--- config.mk ---
export PLATFORM = sky130hd
export DESIGN_NAME = mem_if
export DESIGN_NICKNAME = d
export VERILOG_FILES = /design/src/rtl/cpu_pkg.sv /design/src/rtl/mem_if_timer.sv /design/src/rtl/mem_if.sv
export SDC_FILE = /design/constraint.sdc
export NUM_CORES = 1
export LEC_CHECK = 0
export BUFFER_PORTS_ARGS = -buffer_cell sky130_fd_sc_hd__buf_2
export CAP_MARGIN = 20
export CORE_ASPECT_RATIO = 0.5
export CORE_MARGIN = 3
export CORE_UTILIZATION = 35
export CTS_CLUSTER_DIAMETER = 150
export CTS_CLUSTER_SIZE = 40
export DETAILED_ROUTE_END_ITERATION = 6
export HOLD_SLACK_MARGIN = 0.05
export SYNTH_ARGS = -nofsm -noshare
export SYNTH_HDL_FRONTEND = slang
export SYNTH_SLANG_ARGS = --single-unit
export TNS_END_PERCENT = 50
--- constraint.sdc ---
create_clock -name clk -period 2.8 [get_ports clk]
set_input_delay 0.14 -clock clk [delete_from_list [all_inputs] [get_ports clk]]
set_output_delay 0.14 -clock clk [all_outputs]
set_load 0.01 [all_outputs]
--- src/rtl/cpu_pkg.sv ---
// Shared definitions for the CPU memory interface: the mem_if state
// enumeration and the default datapath/address width.
package cpu_pkg;

   localparam int MEM_WIDTH_DEFAULT = 32;

   typedef enum logic [1:0] {
      ST_IDLE   = 2'd0,
      ST_ACCESS = 2'd1,
      ST_DONE   = 2'd2
   } mem_state_t;

endpackage : cpu_pkg

--- src/rtl/mem_if_timer.sv ---
// Access-cycle counter for mem_if. Counts cycles while enabled, returns to
// zero when cleared, and flags expiry on the TIMEOUT-th enabled cycle so the
// controller can abort on that same edge. Only instantiated when
// MEM_TIMEOUT_EN is defined.
module mem_if_timer #(
   parameter int TIMEOUT = 16
) (
   input  logic clk,
   input  logic reset,
   input  logic clear,
   input  logic enable,
   output logic expired
);

   localparam int CW = (TIMEOUT > 1) ? $clog2(TIMEOUT) : 1;

   logic [CW-1:0] count;

   // Cycle counter: zeroed by reset or clear, advances once per enabled cycle.
   always_ff @(posedge clk) begin
      if (reset) begin
         count <= {CW{1'b0}};
      end else if (clear) begin
         count <= {CW{1'b0}};
      end else if (enable) begin
         count <= count + {{(CW-1){1'b0}}, 1'b1};
      end else begin
         count <= count;
      end
   end

   // The count starts at zero on the first enabled cycle, so TIMEOUT-1 marks
   // the last cycle allowed before the abort takes effect.
   assign expired = enable && (count == CW'(TIMEOUT - 1));

endmodule : mem_if_timer

--- src/rtl/mem_if.sv ---
// mem_if: CPU-side memory interface holding the MAR/MDR registers and a
// three-state handshake controller (IDLE -> ACCESS -> DONE).
// Optional feature macro: MEM_TIMEOUT_EN -- when defined, an access that
// sees no memAck for TIMEOUT cycles is aborted with done and err pulsed.
// When undefined, ACCESS waits indefinitely and err is tied low.
module mem_if
   import cpu_pkg::*;
#(
   parameter int WIDTH   = MEM_WIDTH_DEFAULT,
   parameter int TIMEOUT = 16
) (
   input  logic             clk,
   input  logic             reset,
   input  logic             marEn,
   input  logic             mdrEn,
   input  logic             rd,
   input  logic             wr,
   input  logic [WIDTH-1:0] busIn,
   output logic [WIDTH-1:0] mdrOut,
   output logic [WIDTH-1:0] memAddr,
   output logic [WIDTH-1:0] memWdata,
   input  logic [WIDTH-1:0] memRdata,
   output logic             memReq,
   output logic             memWe,
   input  logic             memAck,
   output logic             busy,
   output logic             done,
   output logic             err
);

   mem_state_t       state_r, state_nxt;
   logic [WIDTH-1:0] mar_r, mdr_r;
   logic             req_r, req_nxt;
   logic             we_r, we_nxt;
   logic             busy_r, busy_nxt;
   logic             done_r, done_nxt;
   logic             err_r, err_nxt;
   logic             in_idle_s, in_access_s;

   assign in_idle_s   = (state_r == ST_IDLE);
   assign in_access_s = (state_r == ST_ACCESS);

`ifdef MEM_TIMEOUT_EN
   logic timer_expired_s;

   mem_if_timer #(
      .TIMEOUT (TIMEOUT)
   ) u_timer (
      .clk     (clk),
      .reset   (reset),
      .clear   (~in_access_s),
      .enable  (in_access_s),
      .expired (timer_expired_s)
   );
`endif

   // Next-state and next-output decode; outputs are registered alongside the
   // state so they describe the state being entered.
   always_comb begin
      state_nxt = state_r;
      req_nxt   = 1'b0;
      we_nxt    = 1'b0;
      busy_nxt  = 1'b0;
      done_nxt  = 1'b0;
      err_nxt   = 1'b0;
      case (state_r)
         ST_IDLE: begin
            if (rd || wr) begin
               // rd wins when both are requested.
               state_nxt = ST_ACCESS;
               req_nxt   = 1'b1;
               we_nxt    = wr & ~rd;
               busy_nxt  = 1'b1;
            end else begin
               state_nxt = ST_IDLE;
            end
         end
         ST_ACCESS: begin
            if (memAck) begin
               state_nxt = ST_DONE;
               busy_nxt  = 1'b1;
               done_nxt  = 1'b1;
            end
`ifdef MEM_TIMEOUT_EN
            else if (timer_expired_s) begin
               state_nxt = ST_DONE;
               busy_nxt  = 1'b1;
               done_nxt  = 1'b1;
               err_nxt   = 1'b1;
            end
`endif
            else begin
               state_nxt = ST_ACCESS;
               req_nxt   = 1'b1;
               we_nxt    = we_r;
               busy_nxt  = 1'b1;
            end
         end
         ST_DONE: begin
            state_nxt = ST_IDLE;
         end
         default: begin
            state_nxt = ST_IDLE;
         end
      endcase
   end

   // State and handshake output registers.
   always_ff @(posedge clk) begin
      if (reset) begin
         state_r <= ST_IDLE;
         req_r   <= 1'b0;
         we_r    <= 1'b0;
         busy_r  <= 1'b0;
         done_r  <= 1'b0;
         err_r   <= 1'b0;
      end else begin
         state_r <= state_nxt;
         req_r   <= req_nxt;
         we_r    <= we_nxt;
         busy_r  <= busy_nxt;
         done_r  <= done_nxt;
         err_r   <= err_nxt;
      end
   end

   // MAR: loaded from the datapath only while idle, frozen during an access.
   always_ff @(posedge clk) begin
      if (reset) begin
         mar_r <= {WIDTH{1'b0}};
      end else if (in_idle_s && marEn) begin
         mar_r <= busIn;
      end else begin
         mar_r <= mar_r;
      end
   end

   // MDR: loaded from the datapath while idle, or captured from memory on
   // the acknowledge edge of a read. Writes and timeouts leave it untouched.
   always_ff @(posedge clk) begin
      if (reset) begin
         mdr_r <= {WIDTH{1'b0}};
      end else if (in_idle_s && mdrEn) begin
         mdr_r <= busIn;
      end else if (in_access_s && memAck && !we_r) begin
         mdr_r <= memRdata;
      end else begin
         mdr_r <= mdr_r;
      end
   end

   assign memAddr  = mar_r;
   assign memWdata = mdr_r;
   assign mdrOut   = mdr_r;
   assign memReq   = req_r;
   assign memWe    = we_r;
   assign busy     = busy_r;
   assign done     = done_r;
   assign err      = err_r;

endmodule : mem_if

==> results of run 1 <==
[flip-flops by register name, summed over array words and instances (netlist names)]
register,count
memAddr,32
memWe,1
state_r,2
done,1
busy,1
mdrOut,32
[metal layers]
| layer | track usage | vias to the layer above | part of all wire |
|---|---|---|---|
| met4 | 0.0585 | 0 | 0.012 |
| met2 | 0.288 | 85 | 0.49 |
| met3 | 0.0572 | 11 | 0.072 |
| li1 | - | 1500 | - |
| met5 | 0 | - | 0 |
| met1 | 0.204 | 1338 | 0.43 |
[through the flow]
step | util | hold WS (ns) | setup WS, ns
CTS | 0.470 | 0.0523 | 0.869
floorplan | - | 0.263 | 1.26
global placement | 0.441 | 0.398 | 0.938
detailed placement | 0.441 | 0.404 | 0.918
global route | 0.470 | 0.0703 | 0.764
finish | 0.470 | 0.0672 | 0.875
[worst reg2reg max path: cells and delay by family (launching register included)]
kind,cells,cell delay [ns]
buf+inv,2,0.51
flops,1,0.59
simple gates,2,0.46
compound gates,1,0.26
[cell families after synthesis]
group | after synthesis | synth area share
AO/OA/AOI/OAI | 66 | 0.201
buffers and inverters | 70 | 0.139
flip-flops | 69 | 0.429
other | 1 | 0.00117
AND/OR/NAND/NOR | 173 | 0.229
[layout make-up]
class | instances | share of cell area
Multi-Input combinational cell | 240 | 0.340
Sequential cell | 69 | 0.333
Timing Repair Buffer | 180 | 0.229
Clock buffer | 13 | 0.0603
Tap cell | 117 | 0.0353
Clock inverter | 2 | 0.00241
Inverter | 1 | 0.000904
[where the power goes]
part	leakage [nW]	internal, mW	total, mW	switching, mW
clock network	0.129	0.616	1.01	0.391
registers	0.569	1.07	1.13	0.0619
logic	1.24	0.262	0.616	0.353
total	1.94	1.95	2.76	0.806
[cells in the final DEF, fill, tap and decap left out, drive strengths merged]
cell type,Yosys,routed
nor3b,2,2
inv,1,1
buf,52,180
clkbuf,17,13
a21oi,32,32
nand2,130,130
a311oi,32,32
dfxtp,69,69
or3b,2,2
a2111oi,1,1
clkinv,0,2
nor3,37,37
conb,1,1
nor4bb,1,1
or2,1,1
o32a,1,1
[worst max path at each step]
stage                     startpoint          to  slack, ns  cells after the start
after CTS                 state_r[0]   mdrOut[9]       0.87                      5
after detailed placement  state_r[0]  mdrOut[13]       0.92                      5
final                     state_r[0]   mdrOut[9]       0.88                      5
after floorplan           state_r[0]  mdrOut[10]       1.26                      7
after global placement    state_r[0]   mdrOut[5]       0.94                      5
after global routing      state_r[0]   mdrOut[9]       0.76                      5
==> flow_summary.rst, run 1 <==
.. list-table::
   :header-rows: 1

   * - Metric
     - Value
   * - Final instance count without filler cells
     - 622
   * - DR iter-0 viols
     - 118
   * - Reg2Reg Setup Slack
     - 0.88 ns
   * - Cell repeated most along the worst path
     - sky130_fd_sc_hd__buf_4
   * - First-pass GRT wire length
     - approximately 14000 µm
   * - RSZ-0062 raised after global routing
     - false
   * - Design area
     - 4150 µm²
   * - Delay contributed by the slowest stage of the critical path
     - slightly below 0.6 ns
   * - Post-route total power
     - between 2 and 3 mW
   * - Start point of the worst hold path
     - busIn[10]
   * - Sum Neg Setup Slack
     - 0 ns
   * - Row count
     - 24
   * - Layout area overhead
     - 29.1%
   * - Core box area
     - 8830 µm²
   * - Mapped Area
     - 3220 µm²
   * - Count of mapped cells out of synthesis
     - 379
   * - Crit. End Element
     - flop
   * - Routed WL
     - 9260 µm
   * - Worst-case vdd ir drop
     - roughly 0.00034 V
   * - Post-route minimum period
     - 1.92 ns
   * - Final worst path period share
     - 0.687
   * - Critical path cell sequence
     - nor4bb_4 > buf_4 > buf_4 > nor3_1 > a311oi_2
   * - Residual DRC count
     - 0
   * - Distinct cells, synth
     - 19
   * - Path category of the worst min-delay check
     - primary input to flop
   * - Worst path top cell family by delay
     - flip-flops
   * - Number of global-route vias before repair
     - 2704
   * - Inserted Diodes
     - 0
   * - RD Place Congestion
     - about 0.78
   * - Antenna violations before repair
     - 0
   * - Crit path launch type
     - flop
   * - Crit-path max FO
     - 22
   * - Maximum Capacitance Violations
     - 0
   * - Async set-or-reset flop fraction in the synthesized netlist
     - 0
   * - Total number of vias
     - 2934
   * - Final Hold Fails
     - 0
   * - Highest-delay cell along the critical path
     - sky130_fd_sc_hd__dfxtp_1
   * - Mean area per synthesized cell
     - ~8.5 µm²
   * - Nets in the synthesized netlist
     - 450
   * - Number of register bits inferred by synthesis
     - 69
   * - Hold-critical path endpoint
     - memAddr[10]
   * - Antenna Violating Nets Remaining
     - 0
   * - Average vias per placed instance
     - around 4.7
   * - Cell depth of the worst flop-to-flop path
     - 5
   * - Total power per unit cell area
     - roughly 660 nW/µm²
   * - Buffers inserted during post-CTS setup optimization
     - 0
   * - Detailed-routing iteration count for the pre-antenna-repair pass
     - 4
   * - CTS tree
     - built
   * - Share of Yosys cell area claimed by the top area cell type
     - 0.429
   * - Number of I/O port buffers
     - 170
   * - Skew-Pair Late Insertion Delay
     - between 0.3 and 0.4 ns
   * - Cell type contributing the most total cell area after synthesis
     - sky130_fd_sc_hd__dfxtp_1
   * - Horiz. Die Dim
     - 142 µm
   * - Quantity of hold-fixing buffers added after cts
     - 0
   * - Worst setup skew after layout
     - 0.00424 ns
   * - Endpoint of the worst register-to-register path
     - mdrOut[9]
   * - Total clock buffers created by CTS
     - 9
   * - Clock root cell
     - sky130_fd_sc_hd__clkbuf_16
   * - CTS H-tree lvls
     - 3
   * - EDFF count, synth
     - 0
   * - Top post-synthesis cells by count
     - sky130_fd_sc_hd__nand2_1, sky130_fd_sc_hd__dfxtp_1, sky130_fd_sc_hd__nor3_1
   * - Startpoint of the lowest-slack register-to-register path
     - state_r[0]
   * - Max-Slew Margin vs Limit
     - 0.646
   * - Vert. Die Dim
     - 73.8 µm
   * - Final-stage net count
     - 572
   * - Synth Warn #
     - 0
   * - Detailed placer's ending HPWL
     - 6630 µm
   * - Multi-input gate area in the final layout
     - 1410 µm²
   * - Clock slew at reported path FFs
     - 0.05 ns
   * - Total of fill cells in the finished design
     - 886
   * - Placed cell count
     - 607
   * - Cell with the most instances after synthesis
     - sky130_fd_sc_hd__nand2_1
   * - Proportion of layout cells with a drive suffix above 1
     - 0.448
   * - Critical path class
     - flop to flop
   * - Total die area
     - 10400 µm²
   * - Worst hold path depth
     - 3
   * - Top-level port count
     - 172
   * - Max Transition Viols Final
     - 0
   * - Data arrival time of the critical path
     - 2.16 ns
   * - Required time worst endpoint
     - 3.03 ns
   * - Post-synth top flop
     - sky130_fd_sc_hd__dfxtp_1
   * - Number of buffers on the longest clock path
     - 2
   * - Post-synthesis sequential area ratio
     - 0.429
   * - Leak Pwr
     - 1.94 nW
   * - Cell Area, Placed
     - 3890 µm²
   * - Number of buffers and inverters on the critical path
     - 2
   * - Clock sinks
     - roughly 70
   * - WL per Instance
     - between 10 and 15 µm
   * - Area taken by flip-flops and latches
     - 1380 µm²
   * - Remaining global-route overflow
     - 0
   * - Slew at the pin closest to its max-slew limit
     - between 0.5 and 0.6 ns
   * - Top area cells in the synthesized netlist
     - sky130_fd_sc_hd__dfxtp_1, sky130_fd_sc_hd__nand2_1, sky130_fd_sc_hd__a311oi_2
   * - Maximum number of pins on one net before global-route repair
     - 70
   * - Number of setup violations in the final report
     - 0
   * - Number of resized instances in the post-cts repair step
     - 0
   * - Highest Clock Rate
     - 519 MHz
   * - Run status
     - finished, final reports clean
   * - All-layer global routing usage
     - 0.170
   * - Initial cell density of the core
     - 0.364
Note: power is estimated with default switching activity, not from simulation.
==> run 2, diff against run 1 <==
clock period = 2 ns   (was 2.8 ns; I/O delays follow)
==> flow_summary.rst, run 2 (synthesis results as in run 1) <==
.. list-table::
   :header-rows: 1

   * - Metric
     - Value
   * - CTS H-tree lvls
     - 3
   * - Antenna violations before repair
     - 0
   * - Crit-path max FO
     - 32
   * - Max-Slew Margin vs Limit
     - 0.627
   * - Max Transition Viols Final
     - 0
   * - WL per Instance
     - about 15 µm
   * - Sum Neg Setup Slack
     - 0 ns
   * - DR iter-0 viols
     - 207
   * - Top-level port count
     - around 170
   * - Slew at the pin closest to its max-slew limit
     - between 0.5 and 0.6 ns
   * - Detailed-routing iteration count for the pre-antenna-repair pass
     - 5
   * - Delay contributed by the slowest stage of the critical path
     - 0.63 ns
   * - Worst-case setup margin in the final layout
     - 0.420 ns
   * - Critical path cell sequence
     - nor4bb_4 > or2_2 > buf_12 > a311oi_2
   * - Core box area
     - 8830 µm²
   * - Final-stage net count
     - 609
   * - Worst setup skew after layout
     - 0.00571 ns
   * - Worst hold path depth
     - 3
   * - Final worst path period share
     - 0.790
   * - Clock root cell
     - sky130_fd_sc_hd__clkbuf_16
   * - Post-route total power
     - about 4.4 mW
   * - Final Hold Fails
     - 0
   * - Path category of the worst min-delay check
     - primary input to flop
   * - Antenna Violating Nets Remaining
     - 0
   * - Skew-Pair Late Insertion Delay
     - 0.33 ns
   * - Crit path launch type
     - flop
   * - Critical path class
     - flop to flop
   * - Total of fill cells in the finished design
     - 863
   * - Placed cell count
     - 609
   * - Total clock buffers created by CTS
     - 9
   * - Maximum number of pins on one net before global-route repair
     - 47
   * - Row count
     - 24
   * - Cell Area, Placed
     - approximately 4000 µm²
   * - Number of buffers on the longest clock path
     - 2
   * - Data arrival time of the critical path
     - 1.82 ns
   * - Worst-case vdd ir drop
     - 0.000537 V
   * - Leak Pwr
     - 2.13 nW
   * - Detailed placer's ending HPWL
     - 6820 µm
   * - Total number of vias
     - 3161
   * - Total power per unit cell area
     - 945 nW/µm²
   * - Highest Clock Rate
     - about 630 MHz
   * - CTS tree
     - built
   * - All-layer global routing usage
     - 0.183
   * - RSZ-0062 raised after global routing
     - false
   * - Design area
     - 4620 µm²
   * - Required time worst endpoint
     - around 2.2 ns
   * - Proportion of layout cells with a drive suffix above 1
     - 0.427
   * - Number of I/O port buffers
     - 170
   * - Residual DRC count
     - 0
   * - Crit. End Element
     - flop
   * - Post-route minimum period
     - between 1.5 and 2 ns
   * - Clock sinks
     - 69
   * - Horiz. Die Dim
     - 142 µm
   * - Final instance count without filler cells
     - 661
   * - Cell depth of the worst flop-to-flop path
     - 4
   * - RD Place Congestion
     - approximately 0.76
   * - Routed WL
     - about 10000 µm
   * - Critical path depth in cells
     - 4
   * - Pre-CTS WS
     - around 0.41 ns
   * - Most common cell after layout, fill and taps aside
     - sky130_fd_sc_hd__buf_2
   * - Vert. Die Dim
     - 73.8 µm
   * - Layout area overhead
     - 43.7%
   * - Initial cell density of the core
     - 0.364
   * - Average vias per placed instance
     - 4.78
   * - Post-route worst hold slack
     - ~0.066 ns
   * - Number of resized instances in the post-cts repair step
     - 0
   * - Most used cells in the layout excluding fill and tap cells
     - sky130_fd_sc_hd__buf_2, sky130_fd_sc_hd__nand2_1, sky130_fd_sc_hd__dfxtp_1
   * - First-pass GRT wire length
     - ~15000 µm
   * - Total die area
     - ~10000 µm²
   * - Clock slew at reported path FFs
     - 0.06 ns
   * - Run status
     - finished, final reports clean
   * - Number of global-route vias before repair
     - roughly 2900
   * - Highest-delay cell along the critical path
     - sky130_fd_sc_hd__dfxtp_1
   * - Number of buffers and inverters on the critical path
     - 1
   * - Final core occ
     - 0.524
   * - Worst path top cell family by delay
     - flip-flops
   * - Number of setup violations in the final report
     - 0
   * - Maximum Capacitance Violations
     - 0
   * - Remaining global-route overflow
     - 0
run 2: cell count changes in the layout (fill, tap and decap cells not counted):
cell                            change
sky130_fd_sc_hd__buf_12             +1
sky130_fd_sc_hd__buf_4              +1
sky130_fd_sc_hd__bufinv_16          +3
sky130_fd_sc_hd__clkbuf_1           -3
sky130_fd_sc_hd__clkinv_2           -1
sky130_fd_sc_hd__clkinvlp_4         +2
sky130_fd_sc_hd__diode_2            +1
sky130_fd_sc_hd__dlygate4sd3_1     +35
run 2: repair_timing:
action | 4_1_cts | 5_1_grt
hold buffers | 35 | 0
setup buffers | 0 | 0
endpoints found under the hold margin | 35 | 0
run 2: routing by layer:
| metal | GRT usage | routed length, µm | vias to the layer above | share of wire |
|---|---|---|---|---|
| met3 | 0.0657 | 700 | 20 | 0.070 |
| li1 | - | - | 1576 | - |
| met1 | 0.223 | 4210 | 1453 | 0.42 |
| met5 | 0 | 0 | - | 0 |
| met2 | 0.305 | 4900 | 112 | 0.49 |
| met4 | 0.0574 | 180 | 0 | 0.018 |
run 2: area by class of cell:
cell class / instances / area [µm²] / share of cell area
multi-input cells: 240 / 1410 / 0.305
clock buffers: 10 / 239 / 0.0517
repair buffers: 217 / 1330 / 0.287
inverters: 1 / 3.75 / 0.000812
clock inverters: 6 / 110 / 0.0238
well taps: 117 / 146 / 0.0317
diodes: 1 / 2.50 / 0.000541
flip-flops and latches: 69 / 1380 / 0.299
run 2: worst register-to-register path, delay by kind of cell (launching register included):
| kind | cells | cell delay (ns) |
|---|---|---|
| AOI/OAI and AO/OA | 1 | 0.23 |
| buffers and inverters | 1 | 0.20 |
| DFF | 1 | 0.63 |
| and+or+nand+nor | 2 | 0.43 |
run 2: power breakdown:
group	total (mW)	internal [mW]	switching (mW)	leakage, nW
clock network	1.85	1.25	0.597	0.165
logic	0.939	0.421	0.518	1.39
registers	1.58	1.50	0.0832	0.569
run 2: path summary, 6_finish.rpt:
path           startpoint           to  slack [ns]
max            state_r[1]   mdrOut[27]        0.42
min          memRdata[28]   mdrOut[28]        0.07
max reg2reg    state_r[1]   mdrOut[27]        0.42
min reg2reg   memAddr[13]  memAddr[13]        0.45
==> run 3, diff against run 2 <==
PLACE_DENSITY = 0.67   (was unset)
clock period = 1.4 ns   (was 2 ns; I/O delays follow)
==> flow_summary.rst, run 3 (synthesis results as in run 1) <==
.. list-table::
   :header-rows: 1

   * - Metric
     - Value
   * - Run status
     - finished, violations left
   * - Failing checks
     - setup timing
   * - Net switching component of the power
     - roughly 1.7 mW
   * - Switching power share of the total
     - 0.298
   * - Clock root cell
     - sky130_fd_sc_hd__clkbuf_16
   * - Top-level port count
     - 172
   * - Number of I/O port buffers
     - 170
   * - Layout area overhead
     - 54.5%
   * - Proportion of power drawn by flip-flops and latches
     - 0.391
   * - Final-stage net count
     - approximately 650
   * - Number of buffers and inverters on the critical path
     - 1
   * - Antenna violations before repair
     - 0
   * - Row count
     - 24
   * - Residual DRC count
     - 0
   * - Number of setup violations in the final report
     - 18
   * - Comb pwr share
     - 0.257
   * - Leak Pwr
     - 2.30 nW
   * - Inserted Diodes
     - 0
   * - Number of buffers on the longest clock path
     - 2
   * - Worst-case vdd ir drop
     - 0.000587 V
   * - WL per Instance
     - 15.4 µm
   * - First-pass GRT wire length
     - around 16000 µm
   * - Most common cell after layout, fill and taps aside
     - sky130_fd_sc_hd__buf_2
   * - Path category of the worst min-delay check
     - primary input to flop
   * - All-layer global routing usage
     - 0.195
   * - RD Place Congestion
     - 0.814
   * - CTS H-tree lvls
     - 3
   * - Total die area
     - 10400 µm²
   * - DR iter-0 viols
     - 161
   * - Worst setup skew after layout
     - about 0.0067 ns
   * - Max Transition Viols Final
     - 0
   * - Average vias per placed instance
     - 4.81
   * - Vert. Die Dim
     - 73.8 µm
   * - Worst path top cell family by delay
     - simple AND/OR/NAND/NOR gates
   * - Total number of vias
     - 3368
   * - Data arrival time of the critical path
     - 1.67 ns
   * - Required time worst endpoint
     - 1.63 ns
   * - Detailed placer's ending HPWL
     - 7080 µm
   * - Crit path launch type
     - flop
   * - Total power per unit cell area
     - 1170 nW/µm²
   * - Antenna Violating Nets Remaining
     - 0
   * - Core box area
     - 8830 µm²
   * - Design area
     - 4970 µm²
   * - Remaining global-route overflow
     - 0
   * - Int Power
     - 4.07 mW
   * - Number of global-route vias before repair
     - 3190
   * - Routed WL
     - 10800 µm
   * - RSZ-0062 raised after global routing
     - true
   * - Most used cells in the layout excluding fill and tap cells
     - sky130_fd_sc_hd__buf_2, sky130_fd_sc_hd__nand2_1, sky130_fd_sc_hd__dfxtp_1
   * - Skew-Pair Late Insertion Delay
     - 0.33 ns
   * - Post-route minimum period
     - 1.44 ns
   * - Horiz. Die Dim
     - 142 µm
   * - Total clock buffers created by CTS
     - 9
   * - Final Hold Fails
     - 0
   * - Detailed-routing iteration count for the pre-antenna-repair pass
     - 4
   * - Cell Area, Placed
     - ~4000 µm²
   * - Total of fill cells in the finished design
     - 776
   * - Portion of total power attributed to the clock network
     - 0.352
   * - Worst-case setup margin in the final layout
     - -0.0367 ns
   * - Clock slew at reported path FFs
     - 0.06 ns
   * - Highest Clock Rate
     - a little under 700 MHz
   * - Crit-path max FO
     - 11
   * - Delay contributed by the slowest stage of the critical path
     - 0.39 ns
   * - Crit. End Element
     - flop
   * - Sum Neg Setup Slack
     - -0.133 ns
   * - Initial cell density of the core
     - 0.364
   * - Final worst path period share
     - 1.03
   * - Proportion of layout cells with a drive suffix above 1
     - 0.420
   * - Maximum number of pins on one net before global-route repair
     - 24
   * - Critical path cell sequence
     - nor4bb_4 > buf_4 > nor3_1 > a311oi_2
   * - CTS tree
     - built
   * - Maximum Capacitance Violations
     - 0
   * - Clock sinks
     - 69
   * - Highest-delay cell along the critical path
     - sky130_fd_sc_hd__nor4bb_4
   * - Critical path class
     - flop to flop
-- run 3: cell types whose count changed in the layout (fill, tap and decap cells not counted), sizes merged, moves of 2 or more --
| cell | before | now |
|---|---|---|
| buf | 182 | 194 |
| bufinv | 3 | 0 |
| clkinv | 1 | 3 |
| dlygate4sd3 | 35 | 64 |
-- run 3: final cells by class --
type	count	area, µm²	area share
clock inverter	4	26.3	0.00529
multi-input combinational	240	1410	0.284
clock buffer	10	239	0.0481
inverter	1	3.75	0.000755
timing repair buffer	259	1750	0.353
sequential	69	1390	0.279
tap	117	146	0.0295
-- run 3: power by group through the flow --
stage | Clock [mW] | Sequential (mW) | Combinational (mW)
2_1_floorplan | 0 | 2.37 | 0.835
3_3_place_gp | 0 | 2.30 | 1.29
3_5_place_dp | 0 | 2.31 | 1.31
4_1_cts | 2.09 | 2.26 | 1.45
5_1_grt | 2.18 | 2.29 | 1.61
6_report | 2.04 | 2.27 | 1.49
-- run 3: what timing repair did --
action,CTS,global route
endpoints found under the hold margin,66,0
hold buffers,64,0
setup buffers,0,0
pin swaps,0,0
cloned,0,2
gates resized for setup,2,5
endpoints found under the setup margin,32,32
-- run 3: per-stage QoR --
stage          instances  total power, mW  utilization  worst slack [ns]  hold WS (ns)
4_1_cts              698             5.81        0.558           0.00546        0.0511
2_1_floorplan        379             3.21            -           -0.0516         0.187
5_1_grt              700             6.08        0.563            -0.107        0.0639
6_report             700             5.80        0.563           -0.0367        0.0625
3_5_place_dp         620             3.62        0.455           -0.0478         0.333
3_3_place_gp         620             3.59        0.455           0.00272         0.327
-- run 3: worst paths after layout --
path | start | to | slack, ns | depth (start not counted)
worst max-delay path | state_r[1] | mdrOut[16] | -0.04 | 4
worst min register to register | memAddr[28] | memAddr[28] | 0.45 | 2
worst min-delay path | rd | memWe | 0.06 | 3
worst max register to register | state_r[1] | mdrOut[16] | -0.04 | 4
-- run 3: metal layers --
layer	global-route usage	up-vias	wire (µm)	part of all wire
met5	0	-	0	0
met4	0.0723	0	232	0.022
met3	0.0546	24	615	0.057
met2	0.338	117	5260	0.49
met1	0.233	1560	4660	0.43
li1	-	1667	-	-
-- run 3: tightest hold or removal path: stages --
cell and delay [ns]:
sky130_fd_sc_hd__buf_2 0.09, sky130_fd_sc_hd__o32a_1 0.14, sky130_fd_sc_hd__nor3_1 0.05
